[src/rtl/prefetch_queue.sv]
// Instruction prefetch queue: fetches code bytes over a request/ack bus into a
// DEPTH-byte circular buffer and shows the oldest three bytes to pre-decode.
module prefetch_queue #(
  parameter int unsigned DEPTH      = 6,
  parameter logic [19:0] RESET_ADDR = 20'hFFFF0
) (
  input  logic        clk,
  input  logic        reset_n,
  input  logic        ce,
  input  logic        flush,
  input  logic [19:0] flush_addr,
  input  logic        consume,
  input  logic [3:0]  consume_len,
  output logic        fetch_req,
  output logic [19:0] fetch_addr,
  input  logic        fetch_ack,
  input  logic [15:0] fetch_data,
  output logic [3:0]  q_len,
  output logic [7:0]  q0,
  output logic [7:0]  q1,
  output logic [7:0]  q2,
  output logic [19:0] head_addr
);

  localparam int         PW      = $clog2(DEPTH);
  localparam logic [3:0] DEPTH_L = 4'(DEPTH);

  typedef enum logic [1:0] {S_IDLE, S_REQ, S_DISCARD} state_t;

  state_t          r_state;
  logic [7:0]      r_mem [DEPTH];
  logic [PW-1:0]   r_rd_ptr;
  logic [PW-1:0]   r_wr_ptr;
  logic [3:0]      r_count;
  logic [19:0]     r_nfa;
  logic [19:0]     r_head_addr;
  logic [19:0]     r_fetch_addr;
  logic            r_fetch_req;

  logic [3:0]      w_cons_len;
  logic [3:0]      w_count_post;
  logic [3:0]      w_space_need;
  logic            w_space_ok;
  logic            w_fill;
  logic            w_odd;
  logic [3:0]      w_wr_len;

  // Pointer advance modulo DEPTH; n never exceeds DEPTH so one correction suffices.
  function automatic logic [PW-1:0] ptr_add(input logic [PW-1:0] p, input logic [3:0] n);
    return ((5'(p) + 5'(n)) >= 5'(DEPTH)) ? PW'(5'(p) + 5'(n) - 5'(DEPTH))
                                          : PW'(5'(p) + 5'(n));
  endfunction

  // An over-long consume is clamped to what is actually buffered.
  assign w_cons_len   = !consume ? 4'd0 : ((consume_len > r_count) ? r_count : consume_len);
  assign w_count_post = r_count - w_cons_len;
  assign w_space_need = r_nfa[0] ? 4'd1 : 4'd2;
  assign w_space_ok   = (DEPTH_L - w_count_post) >= w_space_need;
  assign w_fill       = (r_state == S_REQ) && fetch_ack && !flush;
  assign w_odd        = r_fetch_addr[0];
  assign w_wr_len     = !w_fill ? 4'd0 : (w_odd ? 4'd1 : 4'd2);

  // NOTE: storage is not reset; bytes beyond r_count are masked on the outputs,
  // so stale contents are never observable and the array stays plain RAM.
  always_ff @(posedge clk) begin
    if (ce && w_fill) begin
      if (w_odd) begin
        r_mem[r_wr_ptr] <= fetch_data[15:8];
      end else begin
        r_mem[r_wr_ptr]                <= fetch_data[7:0];
        r_mem[ptr_add(r_wr_ptr, 4'd1)] <= fetch_data[15:8];
      end
    end
  end

  // NOTE: all state uses non-blocking assignments so every register samples
  // the pre-edge values of the others, whatever the statement order.
  always_ff @(posedge clk or negedge reset_n) begin
    if (!reset_n) begin
      r_state      <= S_IDLE;
      r_rd_ptr     <= '0;
      r_wr_ptr     <= '0;
      r_count      <= 4'd0;
      r_nfa        <= RESET_ADDR;
      r_head_addr  <= RESET_ADDR;
      r_fetch_addr <= RESET_ADDR;
      r_fetch_req  <= 1'b0;
    end else if (ce) begin
      if (flush) begin
        r_count     <= 4'd0;
        r_rd_ptr    <= '0;
        r_wr_ptr    <= '0;
        r_nfa       <= flush_addr;
        r_head_addr <= flush_addr;
        // An unacked request must still complete on the bus; its data is dropped.
        if (r_fetch_req && !fetch_ack) begin
          r_state <= S_DISCARD;
        end else begin
          r_state     <= S_IDLE;
          r_fetch_req <= 1'b0;
        end
      end else begin
        r_rd_ptr    <= ptr_add(r_rd_ptr, w_cons_len);
        r_head_addr <= r_head_addr + 20'(w_cons_len);
        r_count     <= w_count_post + w_wr_len;
        unique case (r_state)
          S_IDLE: begin
            if (w_space_ok) begin
              r_fetch_req  <= 1'b1;
              r_fetch_addr <= r_nfa;
              r_state      <= S_REQ;
            end
          end
          S_REQ: begin
            if (fetch_ack) begin
              r_wr_ptr    <= ptr_add(r_wr_ptr, w_wr_len);
              r_nfa       <= r_nfa + 20'(w_wr_len);
              r_fetch_req <= 1'b0;
              r_state     <= S_IDLE;
            end
          end
          S_DISCARD: begin
            if (fetch_ack) begin
              r_fetch_req <= 1'b0;
              r_state     <= S_IDLE;
            end
          end
          default: r_state <= S_IDLE;
        endcase
      end
    end
  end

  assign fetch_req  = r_fetch_req;
  assign fetch_addr = r_fetch_addr;
  assign q_len      = r_count;
  assign head_addr  = r_head_addr;
  assign q0 = (r_count > 4'd0) ? r_mem[r_rd_ptr]                : 8'h00;
  assign q1 = (r_count > 4'd1) ? r_mem[ptr_add(r_rd_ptr, 4'd1)] : 8'h00;
  assign q2 = (r_count > 4'd2) ? r_mem[ptr_add(r_rd_ptr, 4'd2)] : 8'h00;

endmodule

[config.mk]
export PLATFORM = sky130hd
export DESIGN_NAME = prefetch_queue
export DESIGN_NICKNAME = d
export VERILOG_FILES = /design/src/rtl/prefetch_queue.sv
export SDC_FILE = /design/constraint.sdc
export NUM_CORES = 1
export LEC_CHECK = 0
export ABC_AREA = 0
export CORE_MARGIN = 2
export CORE_UTILIZATION = 45
export DETAILED_ROUTE_END_ITERATION = 8
export GPL_ROUTABILITY_DRIVEN = 0
export PLACE_DENSITY = 0.7
export SYNTH_ARGS = -nofsm -noshare
export SYNTH_HDL_FRONTEND = slang
export SYNTH_SLANG_ARGS = --single-unit
[constraint.sdc]
create_clock -name clk -period 4.1 [get_ports clk]
set_clock_uncertainty 0.05 [all_clocks]
set_input_delay 0.82 -clock clk [delete_from_list [all_inputs] [get_ports clk]]
set_output_delay 0.82 -clock clk [all_outputs]
set_load 0.05 [all_outputs]
# ---- Word level (Yosys, flattened, before mapping)
# Memory sizes are Yosys's and may differ from the RTL's.
# Index checks and enable logic that the tools add are counted.
dict set report totals {
  ff_bits 73
  ram_bits 48
  in_bits 46
  out_inout_bits 69
  word_cells 95
  mem_count 1
}
# name words word_bits read_ports rd_clocked_by_memory_dff wr line_no
set memory_table {}
lappend memory_table {r_mem 6 8 3 0 2 31} ;# logic [7:0] r_mem [DEPTH];
dict set report op_classes {
  addsub 15
  magnitude_cmp 10
  n_eq_ne 5
  n_mux 39
  bitwise 2
  n_reduce_logical 15
}
# operator count
set op_table {}
lappend op_table {{20-bit 2-to-1 mux} 4}
lappend op_table {{8-bit 2-to-1 mux} 4}
lappend op_table {{3-bit 2-to-1 mux} 9}
lappend op_table {{20-bit by 2-bit adder with 20-bit output} 1}
lappend op_table {{20-bit by 4-bit adder with 20-bit output} 1}
lappend op_table {{4-bit by 3-bit greater-or-equal comparator with 1-bit output, second input constant} 4}
lappend op_table {{3-bit subtractor, second input constant} 5}
lappend op_table {{2-bit 2-to-1 mux} 7}
lappend op_table {{4-bit 2-to-1 mux} 3}
lappend op_table {{1-bit 2-to-1 mux} 10}
lappend op_table {{3-bit by 1-bit adder with 4-bit output, second input constant} 2}
lappend op_table {{4-bit by 1-bit > comparator with 1-bit output, second input constant} 2}
lappend op_table {{3-bit AND reduction} 2}
lappend op_table {{3-bit by 4-bit adder with 5-bit output} 1}
lappend op_table {{5-bit by 3-bit greater-or-equal comparator with 1-bit output, second input constant} 1}
lappend op_table {{5-bit AND reduction} 1}
lappend op_table {{3-bit by 2-bit adder with 4-bit output} 1}
lappend op_table {{3-bit by 2-bit adder with 4-bit output, second input constant} 1}
lappend op_table {{4-bit by 2-bit adder with 4-bit output} 1}
lappend op_table {{4-bit by 2-bit greater-or-equal comparator with 1-bit output} 1}
lappend op_table {{4-bit by 2-bit > comparator with 1-bit output, second input constant} 1}
lappend op_table {{4-bit > comparator} 1}
lappend op_table {{1-bit logical AND} 4}
lappend op_table {{2-bit one-hot mux with 2 select lines} 1}
lappend op_table {{16 further kinds} 18}

# ---- Longest topological paths before layout
# Gate-level depths: netlist of run 1.
dict set report logic_depth {
  ltp_word 10
  ltp_mapped 18
  ltp_nobuf 18
}

# ---- Least setup slack after synthesis of run 1
# No wires, ideal clock.
dict set report synth_path {
  path_kind {reg2reg}
  start {register r_count[1] (netlist: q_len[1])}
  end {register r_fetch_addr[3] (netlist: fetch_addr[3])}
  setup_time_ns 0.127
  arrival_time_ns 4.442
  required_ns 3.923
  slack_ns -0.519
  path_stages_with_launch 19
  n_path_buf 1
  period_less_slack_ns 4.619
  path_cell_list {dfrtp_1 -> inv_1 -> ha_1 -> nor2b_1 -> o211ai_1 -> a21boi_0 -> nand2_1 -> o21ai_0 -> and2_1 -> ha_1 -> inv_1 -> fa_1 -> ha_1 -> inv_1 -> ha_1 -> a211oi_1 -> a21oi_4 -> buf_6 -> mux2_1}
}
dict set report synth_via {
  elab_chain_len 7
}
# element line_no
set synth_lines {}
lappend synth_lines {{start, declared} 34} ;# logic [3:0] r_count;
lappend synth_lines {{start signal, assigned} 105} ;# r_count <= w_count_post + w_wr_len;
lappend synth_lines {{4-bit > comparator} 55} ;# assign w_cons_len = !consume ? 4'd0 : ((consume_len > r_count) ? r_count : consume_len);
lappend synth_lines {{4-bit 2-to-1 mux (2 in a row)} 55}
lappend synth_lines {{4-bit subtractor (*)} 56} ;# assign w_count_post = r_count - w_cons_len;
lappend synth_lines {{3-bit by 4-bit subtractor with 4-bit output (*)} 58} ;# assign w_space_ok = (DEPTH_L - w_count_post) >= w_space_need;
lappend synth_lines {{4-bit by 2-bit greater-or-equal comparator with 1-bit output (*)} 58}
lappend synth_lines {{4-bit AND reduction (no line) (*)} --}
lappend synth_lines {{end signal, assigned} 110} ;# r_fetch_addr <= r_nfa;
lappend synth_lines {{end, declared} 37} ;# logic [19:0] r_fetch_addr;
# Mark *: on every way between the ends. The rest lies on a longest branch, timed or not.
# A chain may end at the register's enable or synchronous reset.

# ---- Worst setup path after layout of run 1
dict set report layout_path {
  start {input consume_len[1]}
  end {register r_fetch_addr[19] (netlist: fetch_addr[19])}
}
dict set report layout_via {
  elab_chain_len 7
}
# element line_no
set layout_lines {}
lappend layout_lines {{start, declared} 13} ;# input logic [3:0] consume_len,
lappend layout_lines {{4-bit > comparator} 55}
lappend layout_lines {{4-bit 2-to-1 mux (*) (2 in a row)} 55}
lappend layout_lines {{4-bit subtractor (*)} 56}
lappend layout_lines {{3-bit by 4-bit subtractor with 4-bit output (*)} 58}
lappend layout_lines {{4-bit by 2-bit greater-or-equal comparator with 1-bit output (*)} 58}
lappend layout_lines {{4-bit AND reduction (no line) (*)} --}
# Marked as above.

==> qor.yml, run 1 <==
drt:
  dr.pass1.iters: 5
  postRouteAntennaNets: 0
  wl_mm: 22.8
  drt_drc_violations_left: 0
  avgRoutedWirePerCell_um: 19.8
  drt_iter0_drc: 565
  vias: 6858
  via_per_inst: 5.93
critical_path:
  arrival_ps: 4320
  cp_num_buf_inv: 5
  crit_chain: "buf_4 -> ha_4 -> nor2b_4 -> o211ai_1 -> a21boi_4 -> nand2_1 -> o21ai_2 -> and2_4 -> ha_4 -> inv_4 -> fa_2 -> inv_2 -> nor3_4 -> xor3_2 -> a21oi_4 -> clkbuf_16 -> buf_8 -> mux2_2"
  critPathMaxStageDelay_ps: 600
  reg2regPathDepth: 17
  cp_max_fo: 5
  path_common_cell: "ha_4"
  cp-startpoint: "consume_len[1]"
  end_kind: "flop"
  required_ps: 4400
  critical_path_class: "in2reg"
  critPathTopFamily: "adder cells"
  reg2reg_from: "q_len[2]"
  cp_slowest_cell: "fa_2"
  cp-start-kind: "primary input"
  cp.depth: 18
grt:
  antenna_found_initial: 0
  grt_overflow: 0
  grt_pass1_vias: 6500
  grt_max_degree: 74
  grt_pass1_wl_mm: 35.1
  gr-usage-all-layers_pct: 22.9
cts:
  path_clk_slew_ps: 60
  clock_latency_ps: 420
  cts_tree: "yes"
  cts.sinks: 121
  ctsHoldBuffers: 0
  cts_buffers: 17
  htree_levels: 4
  cts_root_buffer: "clkbuf_16"
  clockBufferDepth: 2
floorplanning:
  io_pins: 115
  dieArea_sq_um: 19300
  num_rows: 49
  fp.dieH_um: 139
  die_w_um: 139
  core_sq_um: 17900
  start_util_pct: 45.7
timing:
  finalSetupViolations: 0
  hold_viol_final: 0
  finalCritPeriodShare_pct: 98.3
  fin_crit_ps: 4030
  fmaxAchievable_mhz: 248
  worst_pin_slew_ps: 964
  drv_slew: 0
  setup_ws_ps: 70.8
  rsz0062_at_grt: "true"
  relSlewSlack_pct: 35.4
  holdWs_ps: 470
status:
  status: "finished, final reports clean"
final_layout:
  post-route-util_pct: 61.0
  antennaDiodeCount: 0
  area_growth_pct: 33.4
  fin_nets: 1000
  final_cell_mix: "91 x clkdlybuf4s50_1, 68 x mux2_2, 66 x nor2_1"
  final_common_cell: "clkdlybuf4s50_1"
  drive_above_1_share_pct: 33.2
worst_hold_path:
  worstHoldPathType: "reg2reg"
  whs_path_depth: 1
  hold_path_startpoint: "r_nfa[17]"
synthesis:
  syn_inst: 759
  syn-num-nets: 845
  synthArstFlopShare_pct: 60.3
  synth_edf_count: 48
  ys_top_cells_by_area: "edfxtp_1 18%, dfstp_2 15%, mux2_2 9.8%"
  seq_area_frac_synth_pct: 40.7
  yosys_most_used_dff: "edfxtp_1"
  netlist_area_sq_um: 8190
  synth.top_cell.area_share_pct: 17.6
  ys_seq_elements: 121
  yosysUniqueCellTypes: 65
  ys_warn_count: 0
  yosysTopAreaCell: "edfxtp_1"
  postSynthAreaPerCell_sq_um: 10.8
placement:
  place_ws_ps: -622
  portBuffers: 114
  dp_hpwl_mm: 16.1
job:
  maxCapViolCount: 0
power:
  power_frac_seq_pct: 23.6
  p_comb_share_pct: 58.0
  finalPower_mw: 7.92
  leakage_nw: 4.34
  p_per_area_nw_per_um2: 725
  power.share.clock_pct: 18.3
  p_switching_mw: 3.43
  p_sw_share_pct: 43.3
  p_int_mw: 4.49
  peakVddDrop_mv: 0.522
==> Yosys cell counts (5+ instances only) <==
cell / count
a21o_1: 9
a22oi_1: 6
dfstp_2: 48
nor2_1: 66
o22ai_1: 25
edfxtp_1: 48
xnor2_1: 8
buf_1: 5
mux2_2: 71
nand2_1: 43
nand4_1: 5
mux2_1: 5
a211oi_1: 19
nand3_1: 24
o21ai_0: 38
nor3_1: 9
fa_1: 6
a21oi_1: 43
ha_1: 34
clkbuf_1: 29
mux2i_1: 35
and2_1: 9
a2bb2oi_1: 10
inv_1: 33
and3_1: 12
dfrtp_1: 25
mux4_2: 24
==> routing by layer <==
metal  vias to the layer above  part of all wire (%)  GRT usage, %
li1                       3184                     -             -
met1                      3384                    45          33.6
met2                       265                    47          35.2
met3                        25                   7.1          3.59
met4                         0                   1.3          6.70
met5                         -                     0             0
==> sequential cells by signal, indices dropped and copies added (netlist names) <==
name        cells
q_len           4
r_nfa          20
head_addr      20
r_state         2
fetch_req       1
r_mem          48
fetch_addr     20
r_wr_ptr        3
r_rd_ptr        3
==> worst paths after layout <==
path	to	slack, ps
worst max-delay path	fetch_addr[19]	70
worst min-delay path	r_nfa[17]	470
worst max register to register	fetch_addr[19]	110
worst min register to register	r_nfa[17]	470
max in group asynchronous	q_len[1]	2830
min in group asynchronous	head_addr[3]	490
==> stage by stage <==
stage / std cells / cell area (sq um) / setup TNS [ps]
floorplan: 759 / 8290 / -1020
global placement: 1114 / 10100 / -12300
detailed placement: 1114 / 10100 / -16840
CTS: 1147 / 10700 / 0
global route: 1156 / 10900 / -662
finish: 1156 / 10900 / 0
==> power by group through the flow <==
stage               sequential (mW)  combinational, mW  clock, mW
floorplan                      2.36               2.32          0
global placement               1.88               4.31          0
detailed placement             1.88               4.38          0
CTS                            1.86               4.42       1.47
global route                   1.91               4.87       1.53
finish                         1.87               4.60       1.45
==> logic make-up (layout without fill, tap and decap cells) <==
group           count (synthesis)  after routing  synth area share (%)
compound gates                182            182                  14.6
xor+xnor                       13             13                  1.59
fa+ha+maj                      40             40                  6.66
buf+inv                        76            244                  3.73
flops                         121            121                  40.7
mux                           135            135                  21.3
simple gates                  192            192                  11.4
==> layout make-up <==
class	instances	area, sq um
fill	1416	6980
inverter	36	138
sequential	121	3330
multi-input combinational	562	4780
tap	229	287
clock buffer	18	450
clock inverter	14	126
timing repair buffer	176	1810
==> repair_timing <==
action / CTS / global route
cloned: 0 / 2
buffers inserted: 1 / 8
pin swaps: 4 / 14
endpoints found under the setup margin: 30 / 32
gates resized for setup: 5 / 34
(Power assumes the default switching activity.)
==> inputs of run 2 (changes only) <==
--- a/config.mk
+++ b/config.mk
@@ -10,7 +10,8 @@
 export CORE_UTILIZATION = 45
 export DETAILED_ROUTE_END_ITERATION = 8
 export GPL_ROUTABILITY_DRIVEN = 0
-export PLACE_DENSITY = 0.7
+export PLACE_DENSITY = 0.68
+export RECOVER_POWER = 50
 export SYNTH_ARGS = -nofsm -noshare
 export SYNTH_HDL_FRONTEND = slang
 export SYNTH_SLANG_ARGS = --single-unit
==> constraint.sdc (replaced) <==
create_clock -name clk -period 4.4 [get_ports clk]
set_clock_uncertainty 0.05 [all_clocks]
set_input_delay 0.88 -clock clk [delete_from_list [all_inputs] [get_ports clk]]
set_output_delay 0.88 -clock clk [all_outputs]
set_load 0.05 [all_outputs]
==> qor.yml, run 2 (synthesis results as in run 1) <==
floorplanning:
  core_sq_um: 17900  # unchanged
  io_pins: 115  # unchanged
  fp.dieH_um: 139  # unchanged
  start_util_pct: 45.7  # unchanged
  die_w_um: 139  # unchanged
  dieArea_sq_um: 19300  # unchanged
  num_rows: 49  # unchanged
timing:
  fmaxAchievable_mhz: 235
  relSlewSlack_pct: -24.0  # -59 points
  holdWs_ps: 459  # -10.6 ps
  hold_viol_final: 0  # unchanged
  tns_ps: 0  # unchanged
  worst_pin_slew_ps: 1860  # +897 ps
  finalCritPeriodShare_pct: 96.9
  finalSetupViolations: 0  # unchanged
  fin_crit_ps: 4260
  drv_slew: 74  # +74
status:
  violations: "max-capacitance violations, max-slew violations"
  status: "complete, but fails checks"
drt:
  dr.pass1.iters: 5  # unchanged
  via_per_inst: 5.90  # -0.50%
  postRouteAntennaNets: 0  # unchanged
  vias: 6747  # -1.6%
  drt_iter0_drc: 685  # +21%
  drt_drc_violations_left: 0  # unchanged
  wl_met2_mm: 10.6  # -0.20%
  top_layer: "met4"
  avgRoutedWirePerCell_um: 19.9  # +0.43%
  wl_mm: 22.7  # -0.70%
  m1WireLength_mm: 10.5  # +1.8%
  wl_met3_mm: 1.26  # -22%
placement:
  dpl.cell_count: 1107  # -0.63%
  dp_hpwl_mm: 15.6  # -3.3%
  portBuffers: 114  # unchanged
cts:
  cts_root_buffer: "clkbuf_16"
  path_clk_slew_ps: 60  # about the same
  cts.sinks: 121  # unchanged
  clock_latency_ps: 420  # about the same
  htree_levels: 4  # unchanged
  cts_tree: "yes"
  ctsHoldBuffers: 0  # unchanged
  cts_buffers: 17  # unchanged
  clockBufferDepth: 2  # unchanged
power:
  finalPower_mw: 7.20  # -9.1%
  leakage_nw: 4.22  # -2.8%
  peakVddDrop_mv: 0.443  # -15%
  p_per_area_nw_per_um2: 676  # -6.8%
critical_path:
  cp_max_fo: 5  # unchanged
  critical_path_class: "in2reg"
  r2r_slack_ps: 500  # +390 ps
  cp-start-kind: "primary input"
  arrival_ps: 4520  # +200 ps
  end_kind: "flop"
  required_ps: 4650  # +250 ps
final_layout:
  ff_latch_area_sq_um: 3330  # about the same
  instances_no_fill: 1143  # -1.1%
  final_cell_mix: "66 x mux2_2, 65 x nor2_1, 48 x dfstp_2, 48 x edfxtp_1, 47 x clkdlybuf4s50_1"
  largest-register: "r_mem"
  multi_input_area_sq_um: 4680  # -2.1%
  antennaDiodeCount: 0  # unchanged
  area_growth_pct: 30.2
  drive_above_1_share_pct: 29.2  # -4.0 points
  fin_nets: 987  # -1.3%
  post-route-util_pct: 59.5  # -1.5 points
  final_common_cell: "mux2_2"
  largest_reg_flops: 48  # unchanged
  nFillCells: 1495  # +5.6%
grt:
  antenna_found_initial: 0  # unchanged
  grt_max_degree: 74  # unchanged
  grt_pass1_wl_mm: 35.8  # +2.1%
  gr-usage-all-layers_pct: 23.4  # +0.52 points
  grt_pass1_vias: 6545  # +0.69%
  grt_overflow: 0  # unchanged
job:
  maxCapViolCount: 1  # +1
worst_hold_path:
  worstHoldPathType: "reg2reg"
-- run 2: layout make-up --
class	instances	share of cell area [%]
Clock inverter	12	0.892
Multi-Input combinational cell	562	43.9
Sequential cell	121	31.2
Inverter	36	1.27
Tap cell	229	2.69
Clock buffer	20	4.33
Timing Repair Buffer	163	15.7
-- run 2: metal layers --
metal	up-vias	track usage [%]
li1	3152	-
met1	3352	33.7
met2	213	35.4
met3	30	5.04
met4	0	7.39
met5	-	0
-- run 2: report_power, final --
part	total, mW	internal (mW)	switching (mW)
combinational	4.13	1.77	2.36
sequential	1.73	1.50	0.231
clock	1.34	0.812	0.528
-- run 2: through the flow --
stage               cell area [sq um]  setup WS [ps]
floorplan                        8190           5.76
global placement                 9940           -379
detailed placement               9940           -484
CTS                             10500           25.2
global route                    10700          -38.8
finish                          10700            138
-- run 2: worst max-delay path, cell delays in order --
cell	delay [ps]
clkdlybuf4s50_1	480
ha_4	320
o211ai_1	110
a21boi_2	190
nand2_1	60
o21ai_0	60
and2_1	170
ha_2	160
inv_1	60
fa_2	580
inv_1	90
nor3_2	210
xor3_2	320
a21oi_4	290
clkbuf_16	210
mux2_2	320
-- run 2: what timing repair did --
action                                  in CTS  in global routing
endpoints found under the setup margin       6                 25
setup buffers                                1                  1
gates resized for setup                      5                 21
pin swaps                                    5                  9
cloned                                       0                  2
-- run 2: final timing paths --
check                               start             to  cells past startpoint
max                        consume_len[3]  fetch_addr[1]                     16
min                             r_nfa[16]      r_nfa[16]                      1
max reg2reg                      q_len[1]  fetch_addr[1]                     16
min reg2reg                     r_nfa[16]      r_nfa[16]                      1
max in group asynchronous         reset_n    r_rd_ptr[0]                      1
min in group asynchronous         reset_n   head_addr[3]                      1
